**src/rtl/pcs_tx_pkg.sv**
```systemverilog
// Shared definitions for the 1000BASE-X PCS transmit code-group path:
// ordered-set request encoding, state type and 8b/10b special-code constants.
package pcs_tx_pkg;

    localparam int unsigned OSET_W  = 3;
    localparam int unsigned OCTET_W = 8;
    localparam int unsigned CG_W    = 10;

    typedef enum logic [OSET_W-1:0] {
        OSET_IDLE   = 3'd0,
        OSET_START  = 3'd1,
        OSET_DATA   = 3'd2,
        OSET_END    = 3'd3,
        OSET_CEXT   = 3'd4,
        OSET_ERROR  = 3'd5
    } tx_oset_e;

    typedef enum logic {
        ST_GEN    = 1'b0,
        ST_IDLE_K = 1'b1
    } tx_state_e;

    // Octet values of the special and idle data characters
    localparam logic [OCTET_W-1:0] K28_5_OCTET = 8'hBC;
    localparam logic [OCTET_W-1:0] K27_7_OCTET = 8'hFB;
    localparam logic [OCTET_W-1:0] K29_7_OCTET = 8'hFD;
    localparam logic [OCTET_W-1:0] K23_7_OCTET = 8'hF7;
    localparam logic [OCTET_W-1:0] K30_7_OCTET = 8'hFE;
    localparam logic [OCTET_W-1:0] D5_6_OCTET  = 8'hC5;
    localparam logic [OCTET_W-1:0] D16_2_OCTET = 8'h50;

    // Code groups {a,b,c,d,e,i,f,g,h,j}, RD- and RD+ forms
    localparam logic [CG_W-1:0] K28_5_RDN = 10'h0FA;
    localparam logic [CG_W-1:0] K28_5_RDP = 10'h305;
    localparam logic [CG_W-1:0] K27_7_RDN = 10'h368;
    localparam logic [CG_W-1:0] K27_7_RDP = 10'h097;
    localparam logic [CG_W-1:0] K29_7_RDN = 10'h2E8;
    localparam logic [CG_W-1:0] K29_7_RDP = 10'h117;
    localparam logic [CG_W-1:0] K23_7_RDN = 10'h3A8;
    localparam logic [CG_W-1:0] K23_7_RDP = 10'h057;
    localparam logic [CG_W-1:0] K30_7_RDN = 10'h1E8;
    localparam logic [CG_W-1:0] K30_7_RDP = 10'h217;

    // Special character for a single-code-group ordered set; unknown codes become /V/
    function automatic logic [OCTET_W-1:0] oset_k_octet(input logic [OSET_W-1:0] oset);
        case (oset)
            OSET_START: return K27_7_OCTET;
            OSET_END:   return K29_7_OCTET;
            OSET_CEXT:  return K23_7_OCTET;
            default:    return K30_7_OCTET;
        endcase
    endfunction

endpackage

```
**src/rtl/tx_code_group_gen_if.sv**
```systemverilog
// Link between the transmit ordered-set machine and the code-group sequencer.
interface tx_code_group_gen_if;
    import pcs_tx_pkg::*;

    logic [OSET_W-1:0]  tx_o_set;
    logic [OCTET_W-1:0] TXD;
    logic [CG_W-1:0]    tx_code_group;
    logic               tx_even;
    logic               TX_OSET_indicate;
    logic               tx_disparity;

    modport master (
        output tx_o_set, TXD,
        input  tx_code_group, tx_even, TX_OSET_indicate, tx_disparity
    );

    modport slave (
        input  tx_o_set, TXD,
        output tx_code_group, tx_even, TX_OSET_indicate, tx_disparity
    );
endinterface

```
**src/rtl/encoder_8b10b.sv**
```systemverilog
// Combinational 8b/10b encoder: 5b/6b and 3b/4b sub-blocks plus the special K codes.
module encoder_8b10b
    import pcs_tx_pkg::*;
(
    input  logic [OCTET_W-1:0] data_in,
    input  logic               is_k,
    input  logic               rd_in,
    output logic [CG_W-1:0]    code_out,
    output logic               rd_out
);

    logic [4:0]      w_x;
    logic [2:0]      w_y;
    logic [5:0]      w_6b_n;
    logic [5:0]      w_6b;
    logic            w_rd_mid;
    logic [3:0]      w_4b_n;
    logic [3:0]      w_4b;
    logic            w_rd_d;
    logic            w_alt7;
    logic [CG_W-1:0] w_k_code;
    logic            w_rd_k;

    assign w_x = data_in[4:0];
    assign w_y = data_in[7:5];

    // RD- column of the 5b/6b table (abcdei)
    always_comb begin : p_6b_table
        w_6b_n = 6'b100111;
        case (w_x)
            5'd0:  w_6b_n = 6'b100111;
            5'd1:  w_6b_n = 6'b011101;
            5'd2:  w_6b_n = 6'b101101;
            5'd3:  w_6b_n = 6'b110001;
            5'd4:  w_6b_n = 6'b110101;
            5'd5:  w_6b_n = 6'b101001;
            5'd6:  w_6b_n = 6'b011001;
            5'd7:  w_6b_n = 6'b111000;
            5'd8:  w_6b_n = 6'b111001;
            5'd9:  w_6b_n = 6'b100101;
            5'd10: w_6b_n = 6'b010101;
            5'd11: w_6b_n = 6'b110100;
            5'd12: w_6b_n = 6'b001101;
            5'd13: w_6b_n = 6'b101100;
            5'd14: w_6b_n = 6'b011100;
            5'd15: w_6b_n = 6'b010111;
            5'd16: w_6b_n = 6'b011011;
            5'd17: w_6b_n = 6'b100011;
            5'd18: w_6b_n = 6'b010011;
            5'd19: w_6b_n = 6'b110010;
            5'd20: w_6b_n = 6'b001011;
            5'd21: w_6b_n = 6'b101010;
            5'd22: w_6b_n = 6'b011010;
            5'd23: w_6b_n = 6'b111010;
            5'd24: w_6b_n = 6'b110011;
            5'd25: w_6b_n = 6'b100110;
            5'd26: w_6b_n = 6'b010110;
            5'd27: w_6b_n = 6'b110110;
            5'd28: w_6b_n = 6'b001110;
            5'd29: w_6b_n = 6'b101110;
            5'd30: w_6b_n = 6'b011110;
            default: w_6b_n = 6'b101011;
        endcase
    end

    // RD+ form is the complement for unbalanced codes and for D.07
    always_comb begin : p_6b_rd
        w_6b     = w_6b_n;
        w_rd_mid = rd_in;
        if ($countones(w_6b_n) != 3) begin
            w_6b     = rd_in ? ~w_6b_n : w_6b_n;
            w_rd_mid = ~rd_in;
        end else if (w_x == 5'd7) begin
            w_6b = rd_in ? ~w_6b_n : w_6b_n;
        end
    end

    // D.x.A7 avoids a run of five identical bits across the sub-block boundary
    assign w_alt7 = (w_y == 3'd7) &&
                    ((!w_rd_mid && (w_x == 5'd17 || w_x == 5'd18 || w_x == 5'd20)) ||
                     ( w_rd_mid && (w_x == 5'd11 || w_x == 5'd13 || w_x == 5'd14)));

    always_comb begin : p_4b_table
        w_4b_n = 4'b1011;
        case (w_y)
            3'd0: w_4b_n = 4'b1011;
            3'd1: w_4b_n = 4'b1001;
            3'd2: w_4b_n = 4'b0101;
            3'd3: w_4b_n = 4'b1100;
            3'd4: w_4b_n = 4'b1101;
            3'd5: w_4b_n = 4'b1010;
            3'd6: w_4b_n = 4'b0110;
            default: w_4b_n = w_alt7 ? 4'b0111 : 4'b1110;
        endcase
    end

    always_comb begin : p_4b_rd
        w_4b   = w_4b_n;
        w_rd_d = w_rd_mid;
        if ($countones(w_4b_n) != 2) begin
            w_4b   = w_rd_mid ? ~w_4b_n : w_4b_n;
            w_rd_d = ~w_rd_mid;
        end else if (w_y == 3'd3) begin
            w_4b = w_rd_mid ? ~w_4b_n : w_4b_n;
        end
    end

    // Special codes; any unsupported K octet is sent as /V/
    always_comb begin : p_k_code
        w_k_code = rd_in ? K30_7_RDP : K30_7_RDN;
        case (data_in)
            K28_5_OCTET: w_k_code = rd_in ? K28_5_RDP : K28_5_RDN;
            K27_7_OCTET: w_k_code = rd_in ? K27_7_RDP : K27_7_RDN;
            K29_7_OCTET: w_k_code = rd_in ? K29_7_RDP : K29_7_RDN;
            K23_7_OCTET: w_k_code = rd_in ? K23_7_RDP : K23_7_RDN;
            default:     w_k_code = rd_in ? K30_7_RDP : K30_7_RDN;
        endcase
    end

    assign w_rd_k   = ($countones(w_k_code) == 5) ? rd_in : ~rd_in;
    assign code_out = is_k ? w_k_code : {w_6b, w_4b};
    assign rd_out   = is_k ? w_rd_k : w_rd_d;

endmodule

```
**src/rtl/tx_code_group_gen.sv**
```systemverilog
// 1000BASE-X PCS transmit code-group sequencer: turns ordered-set requests into
// one code group per GTX_CLK while tracking running disparity and even/odd alignment.
module tx_code_group_gen
    import pcs_tx_pkg::*;
(
    input  logic               GTX_CLK,
    input  logic               mr_main_reset,
    tx_code_group_gen_if.slave tx_if
);

    tx_state_e          r_state;
    tx_state_e          w_state_nxt;
    logic [CG_W-1:0]    r_code;
    logic               r_even;
    logic               r_ind;
    logic               r_rd;
    logic               w_even_nxt;
    logic               w_ind_nxt;
    logic [OCTET_W-1:0] w_enc_data;
    logic               w_enc_k;
    logic [CG_W-1:0]    w_enc_code;
    logic               w_enc_rd;

    encoder_8b10b u_enc (
        .data_in  (w_enc_data),
        .is_k     (w_enc_k),
        .rd_in    (r_rd),
        .code_out (w_enc_code),
        .rd_out   (w_enc_rd)
    );

    // Next-state and encoder selection
    always_comb begin : p_next
        w_state_nxt = r_state;
        w_enc_data  = tx_if.TXD;
        w_enc_k     = 1'b0;
        w_even_nxt  = ~r_even;
        w_ind_nxt   = 1'b1;
        case (r_state)
            ST_GEN: begin
                case (tx_if.tx_o_set)
                    OSET_IDLE: begin
                        w_enc_data  = K28_5_OCTET;
                        w_enc_k     = 1'b1;
                        w_even_nxt  = 1'b1;
                        w_ind_nxt   = 1'b0;
                        w_state_nxt = ST_IDLE_K;
                    end
                    OSET_DATA: begin
                        w_enc_k = 1'b0;
                    end
                    default: begin
                        w_enc_data = oset_k_octet(tx_if.tx_o_set);
                        w_enc_k    = 1'b1;
                    end
                endcase
            end
            ST_IDLE_K: begin
                // K28.5 flipped RD, so RD+ now means it was sent from RD- (/I2/)
                w_enc_data  = r_rd ? D16_2_OCTET : D5_6_OCTET;
                w_even_nxt  = 1'b0;
                w_state_nxt = ST_GEN;
            end
            default: begin
                w_state_nxt = ST_GEN;
            end
        endcase
    end

    always_ff @(posedge GTX_CLK or negedge mr_main_reset) begin : p_regs
        if (!mr_main_reset) begin
            r_state <= ST_GEN;
            r_code  <= '0;
            r_even  <= 1'b0;
            r_ind   <= 1'b0;
            r_rd    <= 1'b0;
        end else begin
            r_state <= w_state_nxt;
            r_code  <= w_enc_code;
            r_even  <= w_even_nxt;
            r_ind   <= w_ind_nxt;
            r_rd    <= w_enc_rd;
        end
    end

    assign tx_if.tx_code_group    = r_code;
    assign tx_if.tx_even          = r_even;
    assign tx_if.TX_OSET_indicate = r_ind;
    assign tx_if.tx_disparity     = r_rd;

endmodule

```
**src/flat_wrapper.sv**
```systemverilog
// flat-port wrapper written by rule: the top's interface ports become plain ports
module tx_code_group_gen_flat import pcs_tx_pkg::*;
  (GTX_CLK, mr_main_reset, tx_if_tx_o_set, tx_if_TXD, tx_if_tx_code_group, tx_if_tx_even, tx_if_TX_OSET_indicate, tx_if_tx_disparity);
  tx_code_group_gen_if tx_if_i ();
  input  logic GTX_CLK;
  input  logic mr_main_reset;
  input wire logic [$bits(tx_if_i.tx_o_set)-1:0] tx_if_tx_o_set;
  input wire logic [$bits(tx_if_i.TXD)-1:0] tx_if_TXD;
  output wire logic [$bits(tx_if_i.tx_code_group)-1:0] tx_if_tx_code_group;
  output wire logic [$bits(tx_if_i.tx_even)-1:0] tx_if_tx_even;
  output wire logic [$bits(tx_if_i.TX_OSET_indicate)-1:0] tx_if_TX_OSET_indicate;
  output wire logic [$bits(tx_if_i.tx_disparity)-1:0] tx_if_tx_disparity;
  assign tx_if_i.tx_o_set = tx_if_tx_o_set;
  assign tx_if_i.TXD = tx_if_TXD;
  assign tx_if_tx_code_group = tx_if_i.tx_code_group;
  assign tx_if_tx_even = tx_if_i.tx_even;
  assign tx_if_TX_OSET_indicate = tx_if_i.TX_OSET_indicate;
  assign tx_if_tx_disparity = tx_if_i.tx_disparity;
  tx_code_group_gen u_core (.GTX_CLK(GTX_CLK), .mr_main_reset(mr_main_reset), .tx_if(tx_if_i));
endmodule
```
**config.mk**
```make
export PLATFORM = sky130hd
export DESIGN_NAME = tx_code_group_gen_flat
export DESIGN_NICKNAME = d
export VERILOG_FILES = /design/src/rtl/pcs_tx_pkg.sv /design/src/rtl/tx_code_group_gen_if.sv /design/src/rtl/encoder_8b10b.sv /design/src/rtl/tx_code_group_gen.sv /design/src/flat_wrapper.sv
export SDC_FILE = /design/constraint.sdc
export NUM_CORES = 1
export LEC_CHECK = 0
export ABC_AREA = 1
export BUFFER_PORTS_ARGS = -buffer_cell sky130_fd_sc_hd__buf_4
export CORE_MARGIN = 4
export CORE_UTILIZATION = 52
export DETAILED_ROUTE_END_ITERATION = 8
export GPL_TIMING_DRIVEN = 0
export PLACE_DENSITY = 0.82
export SLEW_MARGIN = 20
export SYNTH_ARGS = -nofsm -noshare
export SYNTH_HDL_FRONTEND = slang
export SYNTH_SLANG_ARGS = --single-unit
```
**constraint.sdc**
```tcl
create_clock -name GTX_CLK -period 12.3 [get_ports GTX_CLK]
set_input_delay 2.46 -clock GTX_CLK [delete_from_list [all_inputs] [get_ports GTX_CLK]]
set_output_delay 2.46 -clock GTX_CLK [all_outputs]
set_load 0.01 [all_outputs]
```
### Word level (Yosys, flattened, before mapping)

Memories as Yosys holds them, arrays and structs flattened.
Index checks and enable logic that the tools add are counted.

* output and inout bits: 13
* latch bits: 0
* register bits after elaboration: 14
* logic and storage cells: 97
* memory bits (read-only): 192
* memory bits (writable): 0
* memories kept: 1

Memories
* (no name shown): depth 32, width 6, rd ports 1, clocked after memory_dff 0, wr ports 0, line encoder_8b10b.sv:30 `case (w_x)`

* add/subtract/negate cells: 17
* muxes and demuxes: 31
* bitwise operators: 6
* $mul: 0
* shifts and indexed selects: 0
* equality and inequality tests: 26
* $lt $le $gt $ge: 0
* divide/modulo/power cells: 0
* reduce and logical (&&, ||, !) cells: 11

Operators with widths (number)
* $add 32x2->32: 2
* $mux 10: 6
* $pmux 10 s4: 1
* $eq 8x8->1 const B: 4
* $ne 32x3->1 const B: 1
* $pmux 8 s2: 2
* $pmux 4 s7: 1
* $add 1x1->2: 10
* $mux 6: 3
* $mux 4: 4
* $eq 3x3->1 const B: 5
* $eq 5x4->1 const B: 3
* $eq 5x5->1 const B: 3
* $eq 3x2->1 const B: 4
* $pmux 4 s3: 1
* $eq 5x3->1 const B: 2
* $mux 1: 10
* $add 2x2->3: 3
* $mux 8: 1
* $eq 3x1->1 const B: 2
* $logic_not 3->1: 2
* $not 6->6: 1
* $add 4x2->5: 1
* $logic_or 1x1->1: 5
* other kinds (8): 14

### Depth between registers and ports, before layout

An unclocked memory read counts as a cell.

* depth in word-level cells: 21
* gate-level depth with buffers: 43

### Modules after synthesis

Synthesis repeated with hierarchy kept, for this count alone.

* cell total of the unflattened synthesis: 281
* area total of the unflattened synthesis: 1869.3 um2

Modules (own cells, without submodules)
* encoder_8b10b: area an instance 1330.0 um2, cells each 224, times used 1
* tx_code_group_gen: area an instance 539.3 um2, cells each 57, times used 1

### Least setup slack after synthesis

OpenSTA, ideal clock, no wires.

* kind: input -> register
* start point: input port tx_if_tx_o_set[1]
* end point: register u_core.r_code[0], in the netlist u_core.tx_if.tx_code_group[0]
* cell stages on the path: 38
* required time: 12.183 ns
* setup time: 0.117 ns
* buffers on the path: 1
* arrival: 7.763 ns
* path slack: 4.419 ns
* path through: buf_2 > o21ai_0 > nand2_1 > nand2_1 > nand2_1 > inv_1 > ha_1 > inv_1 > nor2_1 > nor3_1 > inv_1 > ha_1 > fa_1 > inv_1 > fa_1 > inv_1 > fa_1 > nand2_1 > [... 2 more ...] > inv_1 > nand2_1 > o21bai_1 > nand2_1 > nand2_1 > nand2_1 > fa_1 > ha_1 > ha_1 > inv_1 > nor3_1 > nor2_1 > inv_1 > nand2_1 > inv_1 > nand3_1 > nand3_1 > nand2_1

* cells in the longest elaborated chain, start to end: 21

RTL lines
* from (decl): line flat_wrapper.sv:7 `input wire logic [$bits(tx_if_i.tx_o_set)-1:0] tx_if_tx_o_set;`
* $eq 3x3->1 (tied with other cells): line pcs_tx_pkg.sv:46 `case (oset)`
* $pmux 4 s3: line pcs_tx_pkg.sv:46
* $pmux 8 s2: line tx_code_group_gen.sv:41 `case (tx_if.tx_o_set)`
* $pmux 8 s2: line tx_code_group_gen.sv:39 `case (r_state)`
* $mem_v2 32x6
* $add 1x1->2 (not written as such): line encoder_8b10b.sv:70 `if ($countones(w_6b_n) != 3) begin`
* $add 32x2->32 (not written as such) (2 in a row): line encoder_8b10b.sv:70
* $ne 32x3->1: line encoder_8b10b.sv:70
* [... 5 more ...]
* $mux 4: line encoder_8b10b.sv:93 `default: w_4b_n = w_alt7 ? 4'b0111 : 4'b1110;`
* $pmux 4 s7: line encoder_8b10b.sv:85 `case (w_y)`
* $add 1x1->2 (not written as such) or $not 4->4 (tied branches): line encoder_8b10b.sv:100, encoder_8b10b.sv:101, encoder_8b10b.sv:104
* $add 2x2->3 (not written as such) or $mux 4 (tied branches): line encoder_8b10b.sv:100, encoder_8b10b.sv:101, encoder_8b10b.sv:104
* $ne 3x2->1 or $mux 4 (tied branches): line encoder_8b10b.sv:100, encoder_8b10b.sv:103
* $mux 4: line encoder_8b10b.sv:100 `if ($countones(w_4b_n) != 2) begin`
* $mux 10 (*): line encoder_8b10b.sv:121 `assign code_out = is_k ? w_k_code : {w_6b, w_4b};`
* via u_core.u_enc.code_out[0]: line encoder_8b10b.sv:8 `output logic [CG_W-1:0] code_out,`
* to (signal assigned): line tx_code_group_gen.sv:79 `r_code <= w_enc_code;`
* to (decl): line tx_code_group_gen.sv:13 `logic [CG_W-1:0] r_code;`

The timed path passes the listed nets; every way through them passes the cells marked *.
A chain may end at the register's enable or synchronous reset.

### Worst setup path after layout

* start point: input port tx_if_tx_o_set[2]
* end point: register u_core.r_code[0], in the netlist u_core.tx_if.tx_code_group[0]

The elaborated chain is that of the path after synthesis.

==> flow_metrics.env <==
export IMPL_period_share=0.685
export IMPL_synth_top_cell_area_share=0.203
export IMPL_powerDensity_nw_per_um2=187
export IMPL_period_needed_ns=8.42
export IMPL_cts_root_buf="clkbuf_4"
export IMPL_max_stage_delay_ns=0.51
export IMPL_rsz0062_at_grt="no"
export IMPL_place_ws_ns=3.70
export IMPL_wirelength_um=4280
export IMPL_cts_max_level=1
export IMPL_dr_pass1_iters=4
export IMPL_clkSlewWorstSetupHoldPaths_ns=0.09
export IMPL_final_common_cell="nand2_1"
export IMPL_critical_path_class="in2reg"
export IMPL_track_usage=0.210
export IMPL_worst_pin_slew_ns=0.406
export IMPL_cts_hold_buffers=0
export IMPL_gp_congestion=0.930
export IMPL_ir_drop_mv=0.136
export IMPL_max_clock_freq_mhz=119
export IMPL_wl_met1_um=1910
export IMPL_cts_buffer_depth=2
export IMPL_outcome="complete, no violations"
export IMPL_cts_sinks=14
export IMPL_drt_iter0_markers=120
export IMPL_grt_pass1_wl_um=7600
export IMPL_overflow=0
export IMPL_mappedNetlistNets=332
export IMPL_cts_tree="yes"
export IMPL_final_hold_violation_count=0
export IMPL_cts_resized=0
export IMPL_tns_ns=0
export IMPL_required_ns=12.48
export IMPL_nets=361
export IMPL_insertion_delay_ns=0.28
export IMPL_avgViaCountPerCell=5.13
export IMPL_timing_critical_path_mode_cell="nand2_1"
export IMPL_clock_skew_ns=0.00252
export IMPL_netlist_cell_type_count=30
export IMPL_routed_wl_met3_um=302
export IMPL_core_area_sq_um=3420
export IMPL_p_leak_nw=1.22
export IMPL_synth_top_cell_by_area="nand2_1"
export IMPL_drive_above_1_share=0.205
export IMPL_post_cts_buffers=0
export IMPL_drc=0
export IMPL_grt_max_degree=15
export IMPL_die_w_um=68.0
export IMPL_crit_path_top_delay_cell="fa_1"
export IMPL_routed_via_count=1933
export IMPL_syn_area_sq_um=1870
export IMPL_slew_limit_headroom=0.730
export IMPL_top_layer="met4"
export IMPL_initial_core_util=0.548
export IMPL_synth_area_per_cell_sq_um=6.18
export IMPL_final_cell_mix="101 x nand2_1, 43 x inv_1, 28 x nand3_1"
export IMPL_yosysSeqAreaShare=0.187
export IMPL_cap_violations=0
export IMPL_fillers=343
export IMPL_cp_start_kind="input port"
export IMPL_ioPinCount=26
export IMPL_wire_per_inst_um=11.4
export IMPL_hpwl_um=3570
export IMPL_row_count=21
export IMPL_hold_path_class="reg2reg"
export IMPL_worst_path_max_fanout=5
export IMPL_dr_wl_met2_um=2060
export IMPL_ys_warn_count=0
export IMPL_antenna_left=0
export IMPL_setup_viol=0
export IMPL_fp_dieH_um=68.0
export IMPL_antenna_found_initial=0
export IMPL_diodes=0
export IMPL_portBuffers=24
export IMPL_grt_pass1_vias=1736
export IMPL_synth_seq_cells=14
export IMPL_worst_slack_ns=3.88
export IMPL_area_growth_pct=14.6
export IMPL_end_kind="flop"
export IMPL_arrival_ns=8.60
export IMPL_final_max_slew_viol_count=0
export IMPL_synth_area_leaders="nand2_1 20%, dfrtp_1 19%, inv_1 8.6%, nand3_1 7.5%, ha_1 6.7%"
export IMPL_die_area_sq_um=4620
export IMPL_synthCells=303
export IMPL_numCtsBuffers=3
==> cell usage after synthesis <==
| library cell | number |
|---|---|
| nand2_1 | 101 |
| buf_2 | 2 |
| nor3_1 | 4 |
| nand2_4 | 2 |
| nor4_1 | 1 |
| xnor2_1 | 1 |
| nor2_2 | 9 |
| fa_1 | 6 |
| nand2_2 | 10 |
| dfrtp_1 | 14 |
| a22oi_1 | 2 |
| nand3b_1 | 1 |
| a21oi_1 | 5 |
| o21ai_1 | 7 |
| nand4_1 | 2 |
| o21ai_0 | 13 |
| nor2_1 | 22 |
| ha_1 | 10 |
| o21ai_2 | 2 |
| nand4_2 | 1 |
| inv_2 | 7 |
| inv_1 | 43 |
| o21ai_4 | 1 |
| clkbuf_1 | 1 |
| buf_6 | 1 |
| nand3_4 | 1 |
| nor2_4 | 4 |
| o21bai_1 | 1 |
| o2111ai_1 | 1 |
| nand3_1 | 28 |
==> power by group <==
part | switching (mW) | internal (mW) | leakage, nW
Combinational | 0.180 | 0.114 | 1.04
Sequential | 0.00803 | 0.0653 | 0.165
Clock | 0.0155 | 0.0180 | 0.0210
Total | 0.203 | 0.198 | 1.22
==> worst max-delay path, delay by kind of cell <==
family	cells	cell delay (ns)
AOI/OAI and AO/OA	1	0.12
buffers and inverters	11	0.98
and+or+nand+nor	19	2.12
adders and majority gates	8	2.91
==> metal layers <==
metal | track usage | vias to the layer above
met2 | 0.362 | 71
met5 | 0 | -
li1 | - | 1007
met1 | 0.282 | 851
met3 | 0.0443 | 4
met4 | 0.00744 | 0
==> kinds of logic after synthesis <==
logic type,count (synthesis),synth area share
adder cells (fa/ha/maj),16,0.131
XOR/XNOR,1,0.00468
flip-flops,14,0.187
buffers and inverters,54,0.114
AND/OR/NAND/NOR,186,0.462
AO/OA/AOI/OAI,32,0.102
==> worst paths after layout <==
check | startpoint | to | slack (ns) | cells past startpoint
worst max-delay path | tx_if_tx_o_set[2] | u_core.tx_if.tx_code_group[0] | 3.88 | 39
worst min-delay path | u_core.tx_if.tx_even | u_core.tx_if.tx_even | 0.46 | 1
worst max register to register | u_core.r_state | u_core.tx_if.tx_code_group[0] | 5.64 | 38
worst min register to register | u_core.tx_if.tx_even | u_core.tx_if.tx_even | 0.46 | 1
max in group asynchronous | mr_main_reset | u_core.tx_if.tx_code_group[3] | 10.13 | 1
min in group asynchronous | mr_main_reset | u_core.tx_if.tx_code_group[6] | 2.01 | 1
==> cell type report <==
type	instances	area (sq um)	area share
clock buffer	4	36.3	0.0169
tap	46	57.6	0.0268
timing repair buffer	24	180	0.0840
multi-input combinational	235	1310	0.610
inverter	50	188	0.0875
sequential	14	350	0.163
buffer	4	25.0	0.0117
==> state kept, by name, summed over array words and instances, names as in the netlist <==
name,cells
u_core.tx_if.tx_code_group,10
u_core.r_state,1
u_core.tx_if.TX_OSET_indicate,1
u_core.tx_if.tx_disparity,1
u_core.tx_if.tx_even,1
==> per-stage QoR <==
step           cells  hold WS, ns  area [sq um]  power (mW)   util
2_1_floorplan    303        0.493          1870       0.284      -
3_3_place_gp     373        0.445          2110       0.355  0.618
3_5_place_dp     373        0.450          2110       0.366  0.618
4_1_cts          377        0.466          2150       0.401  0.628
5_1_grt          377        0.527          2150       0.453  0.628
6_report         377        0.462          2150       0.401  0.628
Note: power is estimated with default switching activity, not from simulation.
